**config.mk**
```make
export PLATFORM = sky130hd
export DESIGN_NAME = core_traffic_gen
export DESIGN_NICKNAME = d
export VERILOG_FILES = /design/src/rtl/core_traffic_gen_pkg.sv /design/src/rtl/core_traffic_gen_lfsr.sv /design/src/rtl/core_traffic_gen.sv
export SDC_FILE = /design/constraint.sdc
export NUM_CORES = 1
export LEC_CHECK = 0
export BUFFER_PORTS_ARGS = -buffer_cell sky130_fd_sc_hd__buf_4
export CAP_MARGIN = 20
export CORE_MARGIN = 3
export CORE_UTILIZATION = 56
export CTS_BUF_LIST = sky130_fd_sc_hd__clkbuf_4 sky130_fd_sc_hd__clkbuf_8 sky130_fd_sc_hd__clkbuf_16
export CTS_CLUSTER_SIZE = 20
export DETAILED_ROUTE_END_ITERATION = 8
export GPL_TIMING_DRIVEN = 0
export PLACE_DENSITY = 0.86
export REMOVE_ABC_BUFFERS = 1
export SYNTH_ARGS = -nofsm -noshare
export SYNTH_HDL_FRONTEND = slang
export SYNTH_SLANG_ARGS = --single-unit
```
**constraint.sdc**
```tcl
create_clock -name clk -period 18.5 [get_ports clk]
set_input_delay 3.7 -clock clk [delete_from_list [all_inputs] [get_ports clk]]
set_output_delay 3.7 -clock clk [all_outputs]
set_load 0.05 [all_outputs]
```
**src/rtl/core_traffic_gen_pkg.sv**
```systemverilog
// Shared types and constants for the per-core LFSR traffic generator.
// Provides bus widths, the generator state enum, the LFSR polynomial and the
// registered request payload carried on the cpu_* port.
package core_traffic_gen_pkg;

  localparam int unsigned XLEN           = 32;
  localparam int unsigned CACHELINE_SIZE = 256;
  localparam int unsigned PAT_W          = 32;
  localparam int unsigned LFSR_W         = 32;

  localparam logic [LFSR_W-1:0] LFSR_TAPS = 32'h8020_0003;

  typedef enum logic [2:0] {
    ST_IDLE,
    ST_ISSUE,
    ST_WAIT,
    ST_CHECK,
    ST_DONE
  } gen_state_t;

  typedef struct packed {
    logic                      we;
    logic [XLEN-1:0]           addr;
    logic [CACHELINE_SIZE-1:0] wdata;
  } cpu_op_t;

  // One step of the right-shifting Galois LFSR.
  function automatic logic [LFSR_W-1:0] lfsr_step(input logic [LFSR_W-1:0] s);
    lfsr_step = s[0] ? ((s >> 1) ^ LFSR_TAPS) : (s >> 1);
  endfunction

endpackage

```
**src/rtl/core_traffic_gen_lfsr.sv**
```systemverilog
// gen_lfsr: 32-bit Galois LFSR with synchronous seed load and step enable.
// Ports: clk, rst (async, active-high), load/seed (zero seed becomes 1),
//        step (advance one position), state (current LFSR value).
module gen_lfsr
  import core_traffic_gen_pkg::*;
(
  input  logic              clk,
  input  logic              rst,
  input  logic              load,
  input  logic [LFSR_W-1:0] seed,
  input  logic              step,
  output logic [LFSR_W-1:0] state
);

  // All-zero is the lock-up state of the LFSR, so it is never loaded.
  always_ff @(posedge clk or posedge rst) begin
    if (rst) begin
      state <= LFSR_W'(1);
    end else if (load) begin
      state <= (seed == '0) ? LFSR_W'(1) : seed;
    end else if (step) begin
      state <= lfsr_step(state);
    end
  end

endmodule

```
**src/rtl/core_traffic_gen.sv**
```systemverilog
// core_traffic_gen: LFSR-driven read/write request generator for one core's
// L1 cpu_* port, with shadow-copy checking of read data in private windows.
// Ports: clk, rst (async, active-high), start (run pulse),
//        cpu_ready/cpu_resp/cpu_rdata (from cache),
//        cpu_req/cpu_we/cpu_addr/cpu_wdata (to cache),
//        busy, done, error (sticky), op_count, mismatch_count.
module core_traffic_gen
  import core_traffic_gen_pkg::*;
#(
  parameter int unsigned     ID         = 0,
  parameter int unsigned     NUM_OPS    = 256,
  parameter int unsigned     ADDR_LINES = 16,
  parameter bit              PRIVATE    = 1'b1,
  parameter logic [XLEN-1:0] ADDR_BASE  = '0,
  parameter int unsigned     WR_PCT     = 50,
  parameter logic [31:0]     SEED       = 32'h1,
  parameter int unsigned     TIMEOUT    = 1024
) (
  input  logic                      clk,
  input  logic                      rst,
  input  logic                      start,
  input  logic                      cpu_ready,
  input  logic                      cpu_resp,
  input  logic [CACHELINE_SIZE-1:0] cpu_rdata,
  output logic                      cpu_req,
  output logic                      cpu_we,
  output logic [XLEN-1:0]           cpu_addr,
  output logic [CACHELINE_SIZE-1:0] cpu_wdata,
  output logic                      busy,
  output logic                      done,
  output logic                      error,
  output logic [31:0]               op_count,
  output logic [31:0]               mismatch_count
);

  localparam int unsigned     IDX_W      = $clog2(ADDR_LINES);
  localparam int unsigned     LINE_BYTES = CACHELINE_SIZE / 8;
  localparam int unsigned     PAT_REP    = CACHELINE_SIZE / PAT_W;
  localparam logic [XLEN-1:0] WIN_BASE   = PRIVATE ?
                                           ADDR_BASE + XLEN'(ID * ADDR_LINES * LINE_BYTES) :
                                           ADDR_BASE;
  localparam logic [31:0]     TO_LAST    = (TIMEOUT == 0) ? 32'd0 : 32'(TIMEOUT - 1);
  localparam logic [31:0]     OPS_TARGET = 32'(NUM_OPS);
  localparam logic [31:0]     WR_THRESH  = 32'(WR_PCT);
  localparam logic [7:0]      ID8        = 8'(ID);

  gen_state_t state_q, state_d;
  logic       busy_d, done_d, req_d;
  logic       busy_q, done_q, req_q;

  logic [LFSR_W-1:0] lfsr_q, lfsr_nxt;
  logic              lfsr_unused_c;
  logic              start_ok, step_en, resp_ok, chk_c, timeout_c, mismatch_c;
  logic              is_wr_c;
  logic [31:0]       pct_c;
  logic [IDX_W-1:0]  idx_c, idx_q;
  logic [XLEN-1:0]   addr_c;
  logic [PAT_W-1:0]  pat_c;

  cpu_op_t                   op_q;
  logic [31:0]               op_cnt_q, mm_cnt_q, tcnt_q, ops_inc;
  logic                      error_q;
  logic [ADDR_LINES-1:0]     vld_q;
  logic [CACHELINE_SIZE-1:0] shadow_q [ADDR_LINES];
  logic [CACHELINE_SIZE-1:0] rdata_q;

  gen_lfsr u_lfsr (
    .clk   (clk),
    .rst   (rst),
    .load  (start_ok),
    .seed  (SEED ^ 32'(ID)),
    .step  (step_en),
    .state (lfsr_q)
  );

  // Op decode works on the value the LFSR will hold after this step.
  assign lfsr_nxt      = lfsr_step(lfsr_q);
  assign lfsr_unused_c = ^lfsr_nxt;
  assign pct_c         = 32'(lfsr_nxt[6:0]) % 32'd100;
  assign is_wr_c       = pct_c < WR_THRESH;
  assign idx_c         = lfsr_nxt[16 +: IDX_W];
  assign addr_c        = WIN_BASE + XLEN'(idx_c) * XLEN'(LINE_BYTES);
  assign pat_c         = {ID8, op_cnt_q[23:0]};

  assign start_ok   = start && ((state_q == ST_IDLE) || (state_q == ST_DONE));
  assign step_en    = (state_q == ST_ISSUE) && cpu_ready;
  assign resp_ok    = (state_q == ST_WAIT) && cpu_resp;
  assign chk_c      = PRIVATE && !op_q.we && vld_q[idx_q];
  assign timeout_c  = (state_q == ST_WAIT) && !cpu_resp && (tcnt_q >= TO_LAST);
  assign mismatch_c = rdata_q != shadow_q[idx_q];
  assign ops_inc    = (op_cnt_q == '1) ? op_cnt_q : op_cnt_q + 32'd1;

  // State register.
  always_ff @(posedge clk or posedge rst) begin
    if (rst) begin
      state_q <= ST_IDLE;
    end else begin
      state_q <= state_d;
    end
  end

  // Next-state logic.
  always_comb begin
    state_d = state_q;
    unique case (state_q)
      ST_IDLE, ST_DONE: begin
        if (start) state_d = (OPS_TARGET == '0) ? ST_DONE : ST_ISSUE;
      end
      ST_ISSUE: begin
        if (cpu_ready) state_d = ST_WAIT;
      end
      ST_WAIT: begin
        if (cpu_resp) begin
          if (chk_c)                        state_d = ST_CHECK;
          else if (ops_inc >= OPS_TARGET)   state_d = ST_DONE;
          else                              state_d = ST_ISSUE;
        end else if (timeout_c) begin
          state_d = ST_DONE;
        end
      end
      ST_CHECK: begin
        state_d = (op_cnt_q >= OPS_TARGET) ? ST_DONE : ST_ISSUE;
      end
      default: state_d = ST_IDLE;
    endcase
  end

  // Status outputs decoded from the upcoming state so they register in step with it.
  always_comb begin
    busy_d = 1'b0;
    done_d = 1'b0;
    req_d  = 1'b0;
    unique case (state_d)
      ST_ISSUE, ST_CHECK: busy_d = 1'b1;
      ST_WAIT: begin
        busy_d = 1'b1;
        req_d  = 1'b1;
      end
      ST_DONE: done_d = 1'b1;
      default: ;
    endcase
  end

  // Datapath: request payload, counters, shadow valid bits, captured read data.
  always_ff @(posedge clk or posedge rst) begin
    if (rst) begin
      busy_q   <= 1'b0;
      done_q   <= 1'b0;
      req_q    <= 1'b0;
      op_q     <= '0;
      idx_q    <= '0;
      op_cnt_q <= '0;
      mm_cnt_q <= '0;
      tcnt_q   <= '0;
      error_q  <= 1'b0;
      vld_q    <= '0;
      rdata_q  <= '0;
    end else begin
      busy_q <= busy_d;
      done_q <= done_d;
      req_q  <= req_d;
      if (start_ok) begin
        op_cnt_q <= '0;
        mm_cnt_q <= '0;
        error_q  <= 1'b0;
        vld_q    <= '0;
      end
      if (step_en) begin
        op_q.we    <= is_wr_c;
        op_q.addr  <= addr_c;
        op_q.wdata <= is_wr_c ? {PAT_REP{pat_c}} : '0;
        idx_q      <= idx_c;
        tcnt_q     <= '0;
      end
      if (resp_ok) begin
        op_cnt_q <= ops_inc;
        if (op_q.we) vld_q[idx_q] <= 1'b1;
        if (chk_c)   rdata_q      <= cpu_rdata;
      end else if (state_q == ST_WAIT) begin
        tcnt_q <= tcnt_q + 32'd1;
        if (timeout_c) error_q <= 1'b1;
      end
      if ((state_q == ST_CHECK) && mismatch_c) begin
        if (mm_cnt_q != '1) mm_cnt_q <= mm_cnt_q + 32'd1;
        error_q <= 1'b1;
      end
    end
  end

  // Shadow line store; only lines with a set valid bit are ever compared.
  always_ff @(posedge clk) begin
    if (resp_ok && op_q.we) shadow_q[idx_q] <= op_q.wdata;
  end

  assign cpu_req        = req_q;
  assign cpu_we         = op_q.we;
  assign cpu_addr       = op_q.addr;
  assign cpu_wdata      = op_q.wdata;
  assign busy           = busy_q;
  assign done           = done_q;
  assign error          = error_q;
  assign op_count       = op_cnt_q;
  assign mismatch_count = mm_cnt_q;

endmodule

```
Word level (Yosys, flattened, before mapping). Memory sizes are Yosys's and may differ from the RTL's. Index checks and enable logic that the tools add are counted.

Register bits after elaboration: 668. Bits in writable memories: 4096. Input bits: 261. Output and inout bits: 357. Logic and storage cells: 94. Memories kept: 1.

$add $sub $neg: 3. Divide/modulo/power cells: 1. Order comparisons: 6. Eq/ne operators: 11. Multiplexer cells: 38. Bitwise gates (word level): 2. Reduce and logical (&&, ||, !) cells: 18.

Memory list: shadow_q (depth 16, width 256, rd ports 1, clocked after memory_dff 0, wr ports 1, line core_traffic_gen.sv:64) `logic [CACHELINE_SIZE-1:0] shadow_q [ADDR_LINES];`.

Operator list (count): 32-bit two-way mux (12); 256-bit inequality test (1); 248-bit two-way mux (1); 32-bit by 1-bit adder with 32-bit output (second input constant) (3); 32-bit by 9-bit greater-or-equal comparator with 1-bit output (second input constant) (2); 16-bit two-way mux (3); 32-bit equality test (second input constant) (1); 32-bit by 10-bit greater-or-equal comparator with 1-bit output (second input constant) (1); 32-bit by 6-bit < comparator with 1-bit output (second input constant) (1); 7-bit by 7-bit modulo with 32-bit output (second input constant) (1); 32-bit inequality test (second input constant) (1); 3-bit two-way mux (7); 16-bit OR (1); 3-bit by 2-bit equality test with 1-bit output (second input constant) (4); 1-bit two-way mux (12); 3-bit case mux with 4 select lines (1); 1-bit logical AND (9); 3-bit by 1-bit equality test with 1-bit output (second input constant) (2); 3-bit equality test (second input constant) (2); 4-bit by 5-bit < comparator with 1-bit output (second input constant) (1); 1-bit binary-select mux with 4-bit select (1); 1-bit demux with 4-bit select (1); 4-bit by 1-bit greater-or-equal comparator with 1-bit output (second input constant) (1); 3-bit inverter with 4-bit output (1); 7 further kinds (9).

Logic depth before layout (Yosys ltp).
Depth in word-level cells: 10. Depth in mapped cells: 21. Depth with buffers taken out: 12.

Hierarchy. Synthesis repeated with hierarchy kept, for this count alone.

Cell total of the unflattened synthesis: 3448. Area, all modules: 41892.7 um2.

Modules (own cells, without submodules): core_traffic_gen (instances 1, cells an instance 3292, area each 40293.6 um2, seq. area each 21640.8 um2); gen_lfsr (instances 1, cells an instance 156, area each 1599.0 um2, seq. area each 802.0 um2).

Least setup slack after synthesis. Ideal clock, no wire load.

Path kind: input-to-reg. Start: input cpu_resp. End: register tcnt_q[29]. Library setup time: 127 ps. Arrival time: 5933 ps. Data required time: 18373 ps. Setup slack: 12440 ps. Cell stages on the path: 9. Path buffers: 0. Path through: nor4b_1 -> nand3_1 -> nor2_1 -> and4_1 -> and4_1 -> nor2b_1 -> nand3_1 -> nand3_1 -> o21ai_0.

Cells in the longest elaborated chain, start to end: 2.

RTL lines: start, declared (line core_traffic_gen.sv:23) `input logic cpu_resp,`; 1-bit logical AND (line core_traffic_gen.sv:87) `assign resp_ok = (state_q == ST_WAIT) && cpu_resp;`; 32-bit two-way mux (line core_traffic_gen.sv:175) `if (resp_ok) begin`; end signal, assigned (line core_traffic_gen.sv:180) `tcnt_q <= tcnt_q + 32'd1;`; end, declared (line core_traffic_gen.sv:61) `logic [31:0] op_cnt_q, mm_cnt_q, tcnt_q, ops_inc;`.

Every way passes these cells. A chain may end at the register's enable or synchronous reset.

Final worst setup path.
Start: register idx_q[1]. End: register mm_cnt_q[11] (netlist: mismatch_count[11]).

Cells in the longest elaborated chain, start to end: 4.

RTL lines: start, declared (line core_traffic_gen.sv:56) `logic [IDX_W-1:0] idx_c, idx_q;`; start signal, assigned (line core_traffic_gen.sv:172) `idx_q <= idx_c;`; memory 16 x 256 bit; 256-bit inequality test (line core_traffic_gen.sv:90) `assign mismatch_c = rdata_q != shadow_q[idx_q];`; 1-bit logical AND (line core_traffic_gen.sv:183) `if ((state_q == ST_CHECK) && mismatch_c) begin`; 32-bit two-way mux (line core_traffic_gen.sv:183); end signal, assigned (line core_traffic_gen.sv:184) `if (mm_cnt_q != '1) mm_cnt_q <= mm_cnt_q + 32'd1;`; end, declared (line core_traffic_gen.sv:61).

Every way passes these cells.

==> impl_metrics.env <==
export IMPL_yosysUniqueCellTypes=99
export IMPL_critPathKind="reg -> reg"
export IMPL_area_growth_pct=16.1
export IMPL_place_congestion=1.00
export IMPL_met3_usage=0.0746
export IMPL_worstPathArrival_ns=7.86
export IMPL_r2r_setup_slack_ns=11.17
export IMPL_grt_max_degree=132
export IMPL_clkSinkCount=820
export IMPL_holdWs_ns=0.488
export IMPL_antenna_cells=0
export IMPL_maxSlewHeadroom=0.120
export IMPL_antenna_found_initial=4
export IMPL_status="complete, no violations"
export IMPL_vias=30600
export IMPL_ir_drop_mv=0.105
export IMPL_drt_iter0_drc=3785
export IMPL_synth_seq_cells=820
export IMPL_grt_overflow=0
export IMPL_combPwrFrac=0.321
export IMPL_routedWlPerCell_um=30.4
export IMPL_use_met1=0.458
export IMPL_switchingPower_mw=2.45
export IMPL_syn_area_mm2=0.0410
export IMPL_instances_no_fill=4629
export IMPL_wl_mm=141
export IMPL_ant_nets=0
export IMPL_cts_hold_buf=0
export IMPL_rsz0062_at_grt="no"
export IMPL_fillers=5017
export IMPL_grt_use_total=0.357
export IMPL_post_place_cells=4474
export IMPL_syn_instance_count=3295
export IMPL_rows=98
export IMPL_cts_tree="built"
export IMPL_endpoint_kind="register"
export IMPL_cp_required_ns=19.04
export IMPL_max_freq_mhz=136
export IMPL_ys_seq_area_frac=0.548
export IMPL_r2r_end="mismatch_count[11]"
export IMPL_finalSetupTns_ns=0
export IMPL_reg2reg_from="idx_q[1]"
export IMPL_drive_gt1_frac=0.312
export IMPL_final_common_cell="buf_4"
export IMPL_p_total_mw=6.42
export IMPL_synthArstFlopShare=0.532
export IMPL_period_needed_ns=7.33
export IMPL_hold_path_class="reg -> reg"
export IMPL_p_seq_frac=0.400
export IMPL_postSynthAreaPerCell_um2=12.4
export IMPL_yosys_area_top_type_share=0.281
export IMPL_clk_pin_slew_ns=0.07
export IMPL_drv_cap=0
export IMPL_via_per_inst=6.61
export IMPL_firstDrtPassIters=6
export IMPL_htree_levels=3
export IMPL_crit_fanout=66
export IMPL_min_to="u_lfsr.state[17]"
export IMPL_p_int_mw=3.98
export IMPL_gr_usage_met2=0.579
export IMPL_final_cell_area_mm2=0.0475
export IMPL_min_period_over_period=0.396
export IMPL_dieArea_mm2=0.0764
export IMPL_synth_edf_count=384
export IMPL_setup_viol=0
export IMPL_drv_slew=0
export IMPL_worstHoldStart="u_lfsr.state[17]"
export IMPL_final_core_util=0.660
export IMPL_synth_ff_type="dfrtp_1"
export IMPL_io_pins=618
export IMPL_tightest_slew_ns=1.32
export IMPL_start_util=0.569
export IMPL_power_density_mw_per_mm2=135
export IMPL_grt_pass1_vias=30000
export IMPL_reg2reg_depth=12
export IMPL_whs_path_depth=2
export IMPL_cts_setup_buffers=0
export IMPL_placed_area_mm2=0.0446
export IMPL_fin_ws_ns=11.17
export IMPL_layout_common_cells="buf_4 (526), dfrtp_1 (431), edfxtp_1 (384), mux2_2 (304), nand2_1 (191)"
export IMPL_die_height_um=276
export IMPL_dp_slack_ns=11.49
export IMPL_critPathLaunchType="register"
export IMPL_root_buffer="clkbuf_16"
export IMPL_clock_power_share=0.279
export IMPL_synth_largest_area_cell="edfxtp_1"
export IMPL_cts_resized=0
export IMPL_grt_pass1_wl_mm=204
export IMPL_portBuffers=525
export IMPL_dp_hpwl_mm=98.7
export IMPL_p_leak_nw=19.5
export IMPL_numCtsBuffers=84
export IMPL_swShare=0.381
export IMPL_core_area_mm2=0.0720
export IMPL_drc=0
export IMPL_insertion_delay_ns=0.66
export IMPL_clock_skew_ns=0.0419
export IMPL_hold_viol=0
export IMPL_ys_warn_count=0
export IMPL_clk_path_buf_depth=3
export IMPL_layout_nets=3880
export IMPL_layout_area_seq_mm2=0.0225
export IMPL_die_x_um=276
export IMPL_busiest_layer="met2"
export IMPL_multiInputGateArea_mm2=0.0160
export IMPL_synthTopCellsByArea="edfxtp_1 (28%), dfrtp_1 (27%), mux2_2 (8.4%)"
[area by class of cell]
type	instances	area share
flip-flops and latches	820	0.472
multi-input cells	2077	0.336
repair buffers	565	0.100
clock buffers	106	0.0493
well taps	950	0.0250
clock inverters	47	0.0121
inverters	64	0.00524
[layer usage]
metal / vias up / part of all wire / wire length (um)
li1: 12800 / - / -
met5: - / 0.000099 / 14
met4: 2 / 0.060 / 8420
met2: 2004 / 0.47 / 66700
met3: 406 / 0.096 / 13500
met1: 15400 / 0.37 / 52100
[registers in the layout, indices dropped and copies added (netlist names)]
name and count:
tcnt_q 32, mismatch_count 32, error 1, cpu_req 1, cpu_wdata 24, cpu_we 1, rdata_q 256, op_count 32
state_q 3, u_lfsr.state 32, done 1, shadow_q 384, busy 1, idx_q 4, vld_q 16
[worst max-delay path, stage by stage (launching register included)]
cell and delay (ns):
dfrtp_4 1.03, buf_12 0.33, buf_16 0.36, mux4_2 0.51, a22oi_1 1.04, nand2_1 0.15
or3_1 0.42, a222oi_1 0.85, nand4_1 0.27, nor4_2 0.85, and2_2 0.76, nor3_1 0.12
or3_1 0.38
[synth_stat cells (14+ instances only)]
master    instances
inv_1            61
and3_1           37
a21o_1           25
dfrtp_1         435
nand2_1         193
buf_4           276
a22o_1           54
mux4_2           58
xnor2_1          29
a21oi_1          63
a22oi_1          41
or3_1            27
o211ai_1         21
nor2_1          131
nor4_1           48
clkbuf_1         84
mux2_2          304
mux2i_1         179
a31oi_1          27
o22ai_1          37
a221oi_1         14
a211oi_1         21
and2_1           20
xor2_1           28
o31ai_1          15
or2_2            18
nor3_1           35
o21ai_0         125
nor2b_1          15
nand3_1         123
nand4_1          51
buf_2            37
edfxtp_1        384
o221ai_1         17
[power groups by stage]
stage	Clock, mW	Sequential, mW	Combinational, mW
3_5_place_dp	0	2.58	1.99
3_3_place_gp	0	2.66	1.94
5_1_grt	1.87	2.58	2.13
4_1_cts	1.80	2.55	2.01
6_report	1.79	2.57	2.06
2_1_floorplan	0	2.55	1.19
[how the worst max path moves through the flow]
stage / endpoint / cells past startpoint / from / slack (ns)
finish: mismatch_count[11] / 12 / idx_q[1] / 11.17
detailed placement: mismatch_count[11] / 12 / idx_q[1] / 11.49
floorplan: busy / 1 / rst / 2.66
global placement: rdata_q[200] / 2 / rst / -2.14
CTS: mismatch_count[11] / 12 / idx_q[1] / 11.46
global route: mismatch_count[11] / 12 / idx_q[1] / 11.08
[kinds of logic (layout without fill, tap and decap cells)]
group / count (synthesis) / count (layout) / synth area share
xor gates and xnor gates: 57 / 57 / 0.0122
DFF: 820 / 820 / 0.548
other: 1 / 92 / 0.0000915
muxes: 546 / 546 / 0.161
AOI/OAI and AO/OA: 615 / 615 / 0.108
buffers and inverters: 489 / 782 / 0.0747
adders and majority gates: 7 / 7 / 0.00214
and+or+nand+nor: 760 / 760 / 0.0936
Power figures use the tool's default switching activity.
